<file path="config.mk">
export PLATFORM = sky130hd
export DESIGN_NAME = lifo_stack
export DESIGN_NICKNAME = d
export VERILOG_FILES = /design/src/rtl/lifo_stack_pkg.sv /design/src/rtl/lifo_stack_ram.sv /design/src/rtl/lifo_stack.sv
export SDC_FILE = /design/constraint.sdc
export NUM_CORES = 1
export LEC_CHECK = 0
export ABC_AREA = 1
export BUFFER_PORTS_ARGS = -buffer_cell sky130_fd_sc_hd__buf_4
export CORE_UTILIZATION = 60
export CTS_BUF_LIST = sky130_fd_sc_hd__clkbuf_8
export CTS_CLUSTER_SIZE = 24
export DETAILED_ROUTE_END_ITERATION = 10
export PLACE_DENSITY = 0.78
export SLEW_MARGIN = 40
export SYNTH_ARGS = -nofsm -noshare
export SYNTH_HDL_FRONTEND = slang
export SYNTH_SLANG_ARGS = --single-unit
</file>
<file path="constraint.sdc">
create_clock -name CLK -period 7.4 [get_ports CLK]
set_input_delay 0.37 -clock CLK [delete_from_list [all_inputs] [get_ports CLK]]
set_output_delay 0.37 -clock CLK [all_outputs]
set_load 0.02 [all_outputs]
</file>
<file path="src/rtl/lifo_stack_pkg.sv">
// Shared definitions for the LIFO stack: operation encodings, default sizing and op decode.
package lifo_stack_pkg;

  localparam int DEF_W      = 8;
  localparam int DEF_AW     = 4;
  localparam int DEF_AF_LVL = 14;

  typedef enum logic [1:0] {
    OP_NONE = 2'd0,
    OP_PUSH = 2'd1,
    OP_POP  = 2'd2,
    OP_REPL = 2'd3
  } op_e;

  // PUSH+POP on an empty stack degenerates to a plain push (no underflow).
  function automatic op_e decode_op(input logic push, input logic pop, input logic empty);
    if (push && pop) return empty ? OP_PUSH : OP_REPL;
    if (push)        return OP_PUSH;
    if (pop)         return OP_POP;
    return OP_NONE;
  endfunction

endpackage

</file>
<file path="src/rtl/lifo_stack_ram.sv">
// Stack storage: one synchronous write port, one asynchronous read port for the below-top prefetch.
module lifo_stack_ram #(
  parameter int W  = 8,
  parameter int AW = 4
) (
  input  logic          clk,
  input  logic          we,
  input  logic [AW-1:0] waddr,
  input  logic [W-1:0]  wdata,
  input  logic [AW-1:0] raddr,
  output logic [W-1:0]  rdata
);

  logic [W-1:0] mem [1<<AW];

  always_ff @(posedge clk) begin
    if (we) mem[waddr] <= wdata;
  end

  assign rdata = mem[raddr];

endmodule

</file>
<file path="src/rtl/lifo_stack.sv">
// Synchronous LIFO with cached top-of-stack, occupancy count, almost-full and sticky error flags.
module lifo_stack
  import lifo_stack_pkg::*;
#(
  parameter int W      = DEF_W,
  parameter int AW     = DEF_AW,
  parameter int AF_LVL = DEF_AF_LVL
) (
  input  logic          CLK,
  input  logic          INIT,
  input  logic          PUSH,
  input  logic          POP,
  input  logic [W-1:0]  DI,
  input  logic          CLR_ERR,
  output logic [W-1:0]  DQ,
  output logic [AW:0]   COUNT,
  output logic          EMPTY,
  output logic          FULL,
  output logic          AFULL,
  output logic          OVF,
  output logic          UDF
);

  logic [AW:0]   cnt;
  logic [W-1:0]  top_q;
  logic [W-1:0]  below;
  logic          ovf_q, udf_q;
  op_e           op;
  logic          we;
  logic [AW-1:0] waddr, raddr;
  logic          ovf_ev, udf_ev;

  // Extra pointer bit keeps FULL and EMPTY distinct.
  assign EMPTY = (cnt == '0);
  assign FULL  = cnt[AW];
  assign AFULL = (cnt >= (AW+1)'(AF_LVL));
  assign COUNT = cnt;
  assign DQ    = top_q;
  assign OVF   = ovf_q;
  assign UDF   = udf_q;

  always_comb begin
    op     = decode_op(PUSH, POP, EMPTY);
    ovf_ev = (op == OP_PUSH) && FULL;
    udf_ev = (op == OP_POP) && EMPTY;
    we     = ((op == OP_PUSH) && !FULL) || (op == OP_REPL);
    waddr  = (op == OP_REPL) ? cnt[AW-1:0] - AW'(1) : cnt[AW-1:0];
    // Entry below the current top, ready for a pop on the very next edge.
    raddr  = cnt[AW-1:0] - AW'(2);
  end

  lifo_stack_ram #(.W(W), .AW(AW)) u_ram (
    .clk   (CLK),
    .we    (we),
    .waddr (waddr),
    .wdata (DI),
    .raddr (raddr),
    .rdata (below)
  );

  always_ff @(posedge CLK) begin
    if (INIT) begin
      cnt   <= '0;
      top_q <= '0;
      ovf_q <= 1'b0;
      udf_q <= 1'b0;
    end else begin
      case (op)
        OP_PUSH: if (!FULL) begin
          cnt   <= cnt + 1'b1;
          top_q <= DI;
        end
        OP_POP: if (!EMPTY) begin
          cnt   <= cnt - 1'b1;
          top_q <= (cnt == (AW+1)'(1)) ? '0 : below;
        end
        OP_REPL: top_q <= DI;
        default: ;
      endcase
      ovf_q <= (ovf_q & ~CLR_ERR) | ovf_ev;
      udf_q <= (udf_q & ~CLR_ERR) | udf_ev;
    end
  end

endmodule
</file>
======== Word-level counts from Yosys, hierarchy flattened ========
Memories as Yosys holds them, arrays and structs flattened.
Index checks and enable logic that the tools add are counted.
storage, ports and cells
  memory bits (writable) .................. 128
  output and inout port bits .............. 18
  memories kept ........................... 1
  word-level logic and storage cells ...... 57
  flip-flop bits (word level) ............. 15
memories
  memory     words  width  read ports  clocked after memory_dff  wr ports  RTL line              text
  u_ram.mem  16     8      1           0                         1         lifo_stack_ram.sv:14  logic [W-1:0] mem [1<<AW];
cells by class
  $lt $le $gt $ge ......................... 1
  muxes and demuxes ....................... 23
  reduce and logical (&&, ||, !) cells .... 12
  eq/ne operators ......................... 6
  $add $sub $neg .......................... 4
  bitwise logic cells ..................... 5
operators by type and width
  operator             count
  $mux 8               3
  $pmux 8 s3           1
  $mux 2               7
  $mux 5               2
  $pmux 5 s2           1
  $mux 1               8
  $reduce_and 3->1     2
  $add 5x1->5 const B  1
  $eq 5x1->1 const B   1
  $ge 5x4->1 const B   1
  $logic_not 5->1      1
  $sub 5x1->5 const B  1
  $eq 2x2->1 const B   2
  $logic_and 1x1->1    4
  $mux 4               1
  $ne 2x2->1 const B   2
  $sub 4x1->4 const B  1
  $sub 4x2->4 const B  1
  $reduce_bool 3->1    1
  $and 1x1->1          2
  $eq 2x1->1 const B   1
  $or 1x1->1           2
  $reduce_and 2->1     1
  $reduce_bool 2->1    1
  3 further kinds      3

======== Longest topological paths before layout ========
Gate-level depths: netlist (run 1).
  depth after elaboration ................. 13
  gate-level depth with buffers ........... 15
  mapped depth without buffers ............ 11

======== Cells and area by module ========
Synthesis (run 1) repeated with hierarchy kept, for this count alone.
unflattened totals
  cell total of the unflattened synthesis .. 731
  area, all modules ....................... 6,777.8 µm²
modules (own cells, without submodules)
  module          instances  cells an instance  area an instance (µm²)
  lifo_stack_ram  1          543                5,606.6
  lifo_stack      1          188                1,171.1

======== Worst setup path before layout (run 1) ========
No wires, ideal clock.
  path type ............................... register to register
  start point ............................. reg cnt[0], in the netlist COUNT[0]
  end point ............................... mem u_ram.mem[0][0] (enable)
  path slack .............................. 4.697 ns
  clock period less this slack ............ 2.703 ns
  data required time ...................... 7.030 ns
  library setup time ...................... 0.370 ns
  data arrival time ....................... 2.333 ns
  cell stages (with the launch flop) ...... 16
  cells stage by stage .................... dfxtp_1 > buf_2 > inv_2 > buf_2 > buf_4 > ha_1 > nand3_2 > nand2_2 > inv_2 > nand2_4 > buf_12 > nand2_2 > inv_1 > nor2_4 > nand3_1 > nor2_1
between the ends
  cells in the longest elaborated chain, start to end .. 13
  elaborated cells on any way between the ends .. 16
RTL lines
  what                          RTL line              text
  start: declaration            lifo_stack.sv:24      logic [AW:0] cnt;
  start signal: assignment      lifo_stack.sv:70      cnt <= cnt + 1'b1;
  start signal: assignment      lifo_stack.sv:74      cnt <= cnt - 1'b1;
  $logic_not 5->1               lifo_stack.sv:34      assign EMPTY = (cnt == '0);
  $mux 2 (2 in a row)           lifo_stack_pkg.sv:17  if (push && pop) return empty ? OP_PUSH : OP_REPL;
  $mux 2                        lifo_stack_pkg.sv:18  if (push) return OP_PUSH;
  $mux 2                        lifo_stack_pkg.sv:19  if (pop) return OP_POP;
  $mux 2                        lifo_stack_pkg.sv:20  return OP_NONE;
  $mux 2                        lifo_stack_pkg.sv:19
  $mux 2                        lifo_stack_pkg.sv:18
  $eq 2x1->1                    lifo_stack.sv:46      we = ((op == OP_PUSH) && !FULL) || (op == OP_REPL);
  $logic_and 1x1->1             lifo_stack.sv:46
  $logic_or 1x1->1              lifo_stack.sv:46
  $mux 1                        lifo_stack_ram.sv:17  if (we) mem[waddr] <= wdata;
  $mux 1 (implied by the code)  lifo_stack_ram.sv:17
  end: declaration              lifo_stack_ram.sv:14
Parallel ways exist; a longest one is shown, timed or not. The select of a mux whose other input is x is not followed.

======== Final worst setup path (run 1) ========
  start point ............................. reg cnt[1], in the netlist COUNT[1]
  end point ............................... mem u_ram.mem[3][2] (enable)
The elaborated chain is that of the path after synthesis.

==> impl_summary.log, run 1 <==
INFO  metric status = completed
INFO  metric grt_util_all_layers = 27.5%
INFO  metric die-height = 107 um
INFO  metric n_antenna_cell = 0
INFO  metric clock_tree.root_cell = clkbuf_8
INFO  metric holdCritPathClass = primary input to register
INFO  metric timing.critical_path.buf_inv = 2
INFO  metric power.share.sequential = 45.3%
INFO  metric powerDensity = 296 mW/mm^2
INFO  metric number_of_detailed_routing_iterations_run_before_antenna_repair = 5
INFO  metric vias = 4657
INFO  metric clkTransAtPathRegs = 0.08 ns
INFO  metric fp.dieArea = 0.0115 mm^2
INFO  metric port_buffers = 30
INFO  metric dp_hpwl = 9230 um
INFO  metric route.detailed.vias_per_inst = 5.45
INFO  metric comb_power_share = 29.0%
INFO  metric ys_seq_area_share = 62.3%
INFO  metric vdd_ir_drop_max = 231 uV
INFO  metric place.gp.congestion = 0.888
INFO  metric dieWidth = 107 um
INFO  metric timing.critical_path.cells = clkinv_2 > ha_1 > nand3_2 > nand2_2 > inv_2 > nand2_4 > o21ai_2 > nand3_1 > nor2_1
INFO  metric synthDominantCellAreaShare = 57.8%
INFO  metric synth_warnings = 0
INFO  metric core-area = 0.0108 mm^2
INFO  metric critical_path_class = register to register
INFO  metric syn_to_final_growth = 8.88%
INFO  metric drt_iter0_markers = 574
INFO  metric leakage = 3.13 nW
INFO  metric first_global_vias = 4488
INFO  metric period_needed = 2.96 ns
INFO  metric cts-buffers-inserted = 17
INFO  metric cp-end-kind = register
INFO  metric drc = 0
INFO  metric internal_pwr_total = 1.41 mW
INFO  metric grt_max_degree = 72
INFO  metric post_synth_inst_count = 682
INFO  metric final-setup-viol-count = 0
INFO  metric totalWireLength = 14500 um
INFO  metric netlist_top_cells_area = edfxtp_1 58%, nand2_1 11%, nand3_1 7.9%
INFO  metric cts-resized-gates = 0
INFO  metric number_of_antenna_violations_at_the_first_check_in_global_routing = 0
INFO  metric detailedPlace.worstSlack = 4.48 ns
INFO  metric worstPathArrival = 3.03 ns
INFO  metric critical_path_required_time = 7.46 ns
INFO  metric total_switching_power = 731 uW
INFO  metric drt-wirelength-per-cell = 17.0 um
INFO  metric grt_first_pass_wirelength = 22700 um
INFO  metric cp_top_family = simple AND/OR/NAND/NOR gates
INFO  metric cp_slowest_cell = nor2_1
INFO  metric syn-mean-instance-area = 9.75 um^2
INFO  metric rsz0062_at_grt = false
INFO  metric slew_at_the_pin_with_the_worst_max_slew_slack = 0.777 ns
INFO  metric cts_setup_buffers = 0
INFO  metric cts.hold.buffers_added = 0
INFO  metric clk-insertion-delay-late = 0.44 ns
INFO  metric globalRoute.totalOverflow = 0
INFO  metric drt.antenna.violating_nets = 0
INFO  metric max_cap_violations = 0
INFO  metric fmaxAchievable = 0.337 GHz
INFO  metric yosysUniqueCellTypes = 31
INFO  metric h-tree-depth = 4
INFO  metric skew = 0.0115 ns
INFO  metric pin_count = 31
INFO  metric syn-num-nets = 703
INFO  metric slew_headroom = 48.2%
INFO  metric critPathLaunchType = register
INFO  metric cts_tree = yes
INFO  metric final-max-slew-violation-count = 0
INFO  metric number_of_synthesized_register_bits = 143
INFO  metric final.setup.worst_slack = 4.44 ns
INFO  metric critical_path_peak_fanout = 38
INFO  metric start_util = 61.3%
INFO  metric timing.setup.tns = 0 ns
INFO  metric timing_hold_violations_final = 0
INFO  metric timing.critical_path.slowest_cell_delay = 0.60 ns
INFO  metric finalCritPeriodShare = 40.1%
INFO  metric nets = 723
INFO  metric power_frac_clock = 25.8%
INFO  metric synth_area_leader_cell = edfxtp_1
INFO  metric total_power = 2.14 mW
INFO  metric layout-drive-gt1-share = 11.1%
INFO  metric syn_area = 0.00665 mm^2
INFO  metric cts_sinks = 143
INFO  metric rows = 38
INFO  metric cts.path.max_buffers = 2
INFO  metric switching_share = 34.2%
sequential cells by signal, summed over array words and instances, names as in the netlist:
name,flops
u_ram.mem,128
DQ,8
UDF,1
OVF,1
COUNT,5
per-layer routing:
metal	GRT usage, %	wire length (um)
met1	36.0	6140
met2	43.1	6840
met3	5.51	979
met4	15.4	552
met5	0	0
cell families after synthesis:
logic type	Yosys count	synth area share, %
DFF	143	62.3
xor gates and xnor gates	6	1.36
adders and majority gates	8	1.51
buffers and inverters	147	9.20
AOI/OAI and AO/OA	45	3.78
and+or+nand+nor	333	21.8
final cells by class:
cell class / count / area [um^2]
clock inverter: 14 / 113
timing repair buffer: 32 / 240
inverter: 116 / 439
clock buffer: 17 / 234
sequential: 143 / 4150
fill: 852 / 3600
tap: 140 / 175
multi-input combinational: 392 / 1890
synthesized netlist by cell type (all sizes together):
master / instances
clkinv: 1
nor2: 26
buf: 24
inv: 115
nand3: 108
o22ai: 1
clkbuf: 7
a21oi: 23
edfxtp: 128
nand2: 199
a31oi: 1
xor2: 5
xnor2: 1
o21ai: 18
o2111ai: 1
dfxtp: 15
ha: 8
a211oi: 1
through the flow:
step,hold WS [ns],instance area [um^2],std cells,util (%)
floorplan,0.439,6650,682,-
global placement,0.448,6890,823,63.5
detailed placement,0.461,6890,823,63.6
CTS,0.0880,7240,854,66.8
global route,0.0884,7240,854,66.8
finish,0.112,7240,854,66.8
power by group through the flow:
stage	logic [mW]	registers, mW	clock network, mW
after floorplan	0.435	0.992	0
after global placement	0.597	0.984	0
final	0.620	0.969	0.552
after global routing	0.684	0.974	0.587
after detailed placement	0.609	0.986	0
after CTS	0.613	0.969	0.559
cell usage in the layout (no fill, tap or decap), drive strengths merged:
| cell | Yosys | routed |
|---|---|---|
| nand2 | 199 | 199 |
| edfxtp | 128 | 128 |
| inv | 115 | 120 |
| nand3 | 108 | 108 |
| buf | 24 | 32 |
| nor2 | 26 | 26 |
| a21oi | 23 | 23 |
| o21ai | 18 | 18 |
| clkbuf | 7 | 17 |
| dfxtp | 15 | 15 |
| ha | 8 | 8 |
| clkinv | 1 | 6 |
| xor2 | 5 | 5 |
| bufinv | 0 | 2 |
| clkinvlp | 0 | 2 |
| xnor2 | 1 | 1 |
| a31oi | 1 | 1 |
| a211oi | 1 | 1 |
| o22ai | 1 | 1 |
| o2111ai | 1 | 1 |
path summary, 6_finish.rpt:
kind,from,to,slack (ns),cells past startpoint
hold / removal,INIT,COUNT[0],0.11,2
hold reg to reg,UDF,UDF,0.47,2
setup reg to reg,COUNT[1],u_ram.mem[3][2],4.44,9
setup / recovery,COUNT[1],u_ram.mem[3][2],4.44,9
No activity file was read; power rests on OpenSTA's default activity.
==> run 2, diff against run 1 <==
--- a/config.mk
+++ b/config.mk
@@ -7,7 +7,7 @@
 export LEC_CHECK = 0
 export ABC_AREA = 1
 export BUFFER_PORTS_ARGS = -buffer_cell sky130_fd_sc_hd__buf_4
-export CORE_UTILIZATION = 60
+export CORE_UTILIZATION = 57
 export CTS_BUF_LIST = sky130_fd_sc_hd__clkbuf_8
 export CTS_CLUSTER_SIZE = 24
 export DETAILED_ROUTE_END_ITERATION = 10
==> constraint.sdc (replaced) <==
create_clock -name CLK -period 2.7 [get_ports CLK]
set_input_delay 0.135 -clock CLK [delete_from_list [all_inputs] [get_ports CLK]]
set_output_delay 0.135 -clock CLK [all_outputs]
set_load 0.02 [all_outputs]
==> run 2 against run 1 <==
- global-route usage down 0.12 points
- critical path depth increased by 3
- clock power rose to 3.0 times the previous value
- count of clock-buffer cells in the layout did not move
- critical path type unchanged
==> impl_summary.log, run 2 (synthesis gave the netlist of run 1 again) <==
INFO  metric status = completed
INFO  metric clk-insertion-delay-late = 0.45 ns (about the same)
INFO  metric clock_tree.root_cell = clkbuf_8
INFO  metric reg2reg_depth = 12 (+3)
INFO  metric final_common_cell = nand2_1
INFO  metric cts_setup_buffers = 0 (unchanged)
INFO  metric number_of_detailed_routing_iterations_run_before_antenna_repair = 5 (unchanged)
INFO  metric hold_path_depth = 3 (+1)
INFO  metric finalCritPeriodShare = 84.8% (+45 points)
INFO  metric nets = 750 (+3.7%)
INFO  metric holdCritPathClass = primary input to register
INFO  metric period_needed = 2.29 ns (-0.675 ns)
INFO  metric largest_reg_flops = 128 (unchanged)
INFO  metric dieWidth = 110 um (+2.5%)
INFO  metric number_of_antenna_violations_at_the_first_check_in_global_routing = 0 (unchanged)
INFO  metric critical_path_class = register to register
INFO  metric top_register_by_number_of_flip_flops = u_ram.mem
INFO  metric worstPathArrival = 2.45 ns (-0.58 ns)
INFO  metric cts-buffers-inserted = 17 (unchanged)
INFO  metric r2r-start = COUNT[1]
INFO  metric cts_sinks = 143 (unchanged)
INFO  metric drt_iter0_markers = 467 (-19%)
INFO  metric powerDensity = 811 mW/mm^2 (+170%)
INFO  metric critical_path_required_time = 2.86 ns (-4.60 ns)
INFO  metric hold_end = COUNT[4]
INFO  metric skew = 0.0146 ns (+0.00310 ns)
INFO  metric n_antenna_cell = 0 (unchanged)
INFO  metric rsz0062_at_grt = false
INFO  metric first_global_vias = 4608 (+2.7%)
INFO  metric start_util = 58.5% (-2.9 points)
INFO  metric rows = 39 (+2.6%)
INFO  metric timing_hold_violations_final = 0 (unchanged)
INFO  metric most-common-layout-cells = 191 x nand2_1, 128 x edfxtp_1, 112 x inv_1, 105 x nand3_1, 55 x buf_4
INFO  metric final-setup-viol-count = 0 (unchanged)
INFO  metric globalRoute.totalOverflow = 0 (unchanged)
INFO  metric port_buffers = 30 (unchanged)
INFO  metric drc = 0 (unchanged)
INFO  metric die-height = 110 um (+2.5%)
INFO  metric route.detailed.vias_per_inst = 5.52 (+1.2%)
INFO  metric grt_util_all_layers = 27.4% (-0.12 points)
INFO  metric core-area = 0.0114 mm^2 (+4.9%)
INFO  metric vias = 4883 (+4.9%)
INFO  metric drt.antenna.violating_nets = 0 (unchanged)
INFO  metric leakage = 3.27 nW (+4.5%)
INFO  metric cts-resized-gates = 0 (unchanged)
INFO  metric syn_to_final_growth = 12.6%
INFO  metric grt_first_pass_wirelength = 23300 um (+2.8%)
INFO  metric max_cap_violations = 0 (unchanged)
INFO  metric hold_start = POP
INFO  metric slew_at_the_pin_with_the_worst_max_slew_slack = 0.746 ns (-0.0311 ns)
INFO  metric grt_max_degree = 71 (-1.4%)
INFO  metric cp-end-kind = register
INFO  metric final-max-slew-violation-count = 0 (unchanged)
INFO  metric place.gp.congestion = 0.913 (+2.8%)
INFO  metric h-tree-depth = 4 (unchanged)
INFO  metric slew_headroom = 50.3% (+2.1 points)
INFO  metric fmaxAchievable = 0.437 GHz (+30%)
INFO  metric cts_tree = yes
INFO  metric dp_hpwl = 9840 um (+6.6%)
INFO  metric critPathLaunchType = register
INFO  metric crit-reg2reg-capture = u_ram.mem[12][6]
INFO  metric clkTransAtPathRegs = 0.09 ns (about the same)
INFO  metric timing.setup.tns = 0 ns (unchanged)
INFO  metric cts.path.max_buffers = 2 (unchanged)
INFO  metric worst_slack_on_hold_paths = 0.0597 ns (-0.0521 ns)
INFO  metric totalWireLength = 15200 um (+4.6%)
INFO  metric nFillCells = 853 (+0.12%)
INFO  metric pin_count = 31 (unchanged)
INFO  metric drt-wirelength-per-cell = 17.1 um (+0.91%)
INFO  metric setup.reg_to_reg.worst_slack = 0.41 ns (-4.02 ns)
INFO  metric vdd_ir_drop_max = 624 uV (+170%)
INFO  metric critical_path_peak_fanout = 11 (-71%)
INFO  metric fp.dieArea = 0.0121 mm^2 (+5.2%)
INFO  metric layout-drive-gt1-share = 15.1% (+4.0 points)
-- run 2: cell types whose count changed in the layout (fill, tap and decap cells not counted) --
cell,previous run,this run
buf_4,32,55
inv_6,0,7
inv_1,117,112
clkinv_1,5,1
dlygate4sd3_1,0,4
clkinvlp_4,2,4
inv_8,0,2
bufinv_16,2,1
inv_2,2,3
inv_4,1,0
-- run 2: cell type report --
| class | count | area, um^2 | share of cell area (%) |
|---|---|---|---|
| clock buffers | 17 | 234 | 3.12 |
| clock inverters | 15 | 149 | 1.99 |
| inverters | 116 | 435 | 5.82 |
| multi-input cells | 392 | 1890 | 25.3 |
| flip-flops and latches | 143 | 4150 | 55.4 |
| well taps | 143 | 179 | 2.39 |
| repair buffers | 59 | 453 | 6.05 |
-- run 2: power breakdown --
group	total [mW]	leakage [nW]	internal, mW	switching [mW]
clock	1.64	0.185	0.757	0.886
combinational	1.79	1.81	0.562	1.23
sequential	2.64	1.28	2.58	0.0602
total	6.07	3.27	3.90	2.18
-- run 2: timing repair --
action / CTS / global route
endpoints found under the setup margin: 0 / 0
hold buffers: 4 / 0
hold endpoints to repair: 3 / 0
-- run 2: worst max-delay path: stages, from the launching register on --
cell	delay, ns
dfxtp_1	0.35
clkinv_1	0.16
ha_1	0.24
nand3_2	0.09
nand2_2	0.07
inv_2	0.06
nand2_4	0.15
nand2_2	0.12
inv_1	0.08
nor2_4	0.12
nand2_1	0.16
nor2_1	0.19
buf_4	0.19
-- run 2: worst max path at each step --
stage                  start          endpoint  slack (ns)  cells past startpoint
CTS                 COUNT[1]  u_ram.mem[12][6]        0.47                     10
detailed placement  COUNT[1]   u_ram.mem[4][2]        0.49                     10
floorplan           COUNT[0]   u_ram.mem[1][0]      -0.003                     15
global placement    COUNT[1]  u_ram.mem[14][0]        0.54                     10
finish              COUNT[1]  u_ram.mem[12][6]        0.41                     12
global route        COUNT[1]   u_ram.mem[6][3]        0.32                     11
-- run 2: layer usage --
| metal | share of wire (%) | up-vias | GRT usage (%) |
|---|---|---|---|
| li1 | - | 2303 | - |
| met1 | 42 | 2309 | 35.3 |
| met2 | 48 | 230 | 43.5 |
| met3 | 6.6 | 41 | 6.29 |
| met4 | 3.3 | 0 | 13.8 |
| met5 | 0 | - | 0 |
-- run 2: metrics by stage --
step	std cells	power (mW)	util [%]	setup slack [ns]	instance area [um^2]
2_1_floorplan	682	3.91	-	-0.00293	6650
3_3_place_gp	849	4.40	62.1	0.539	7060
3_5_place_dp	849	4.44	62.1	0.493	7060
4_1_cts	885	6.06	65.9	0.467	7490
5_1_grt	885	6.36	65.9	0.322	7490
6_report	885	6.07	65.9	0.412	7490
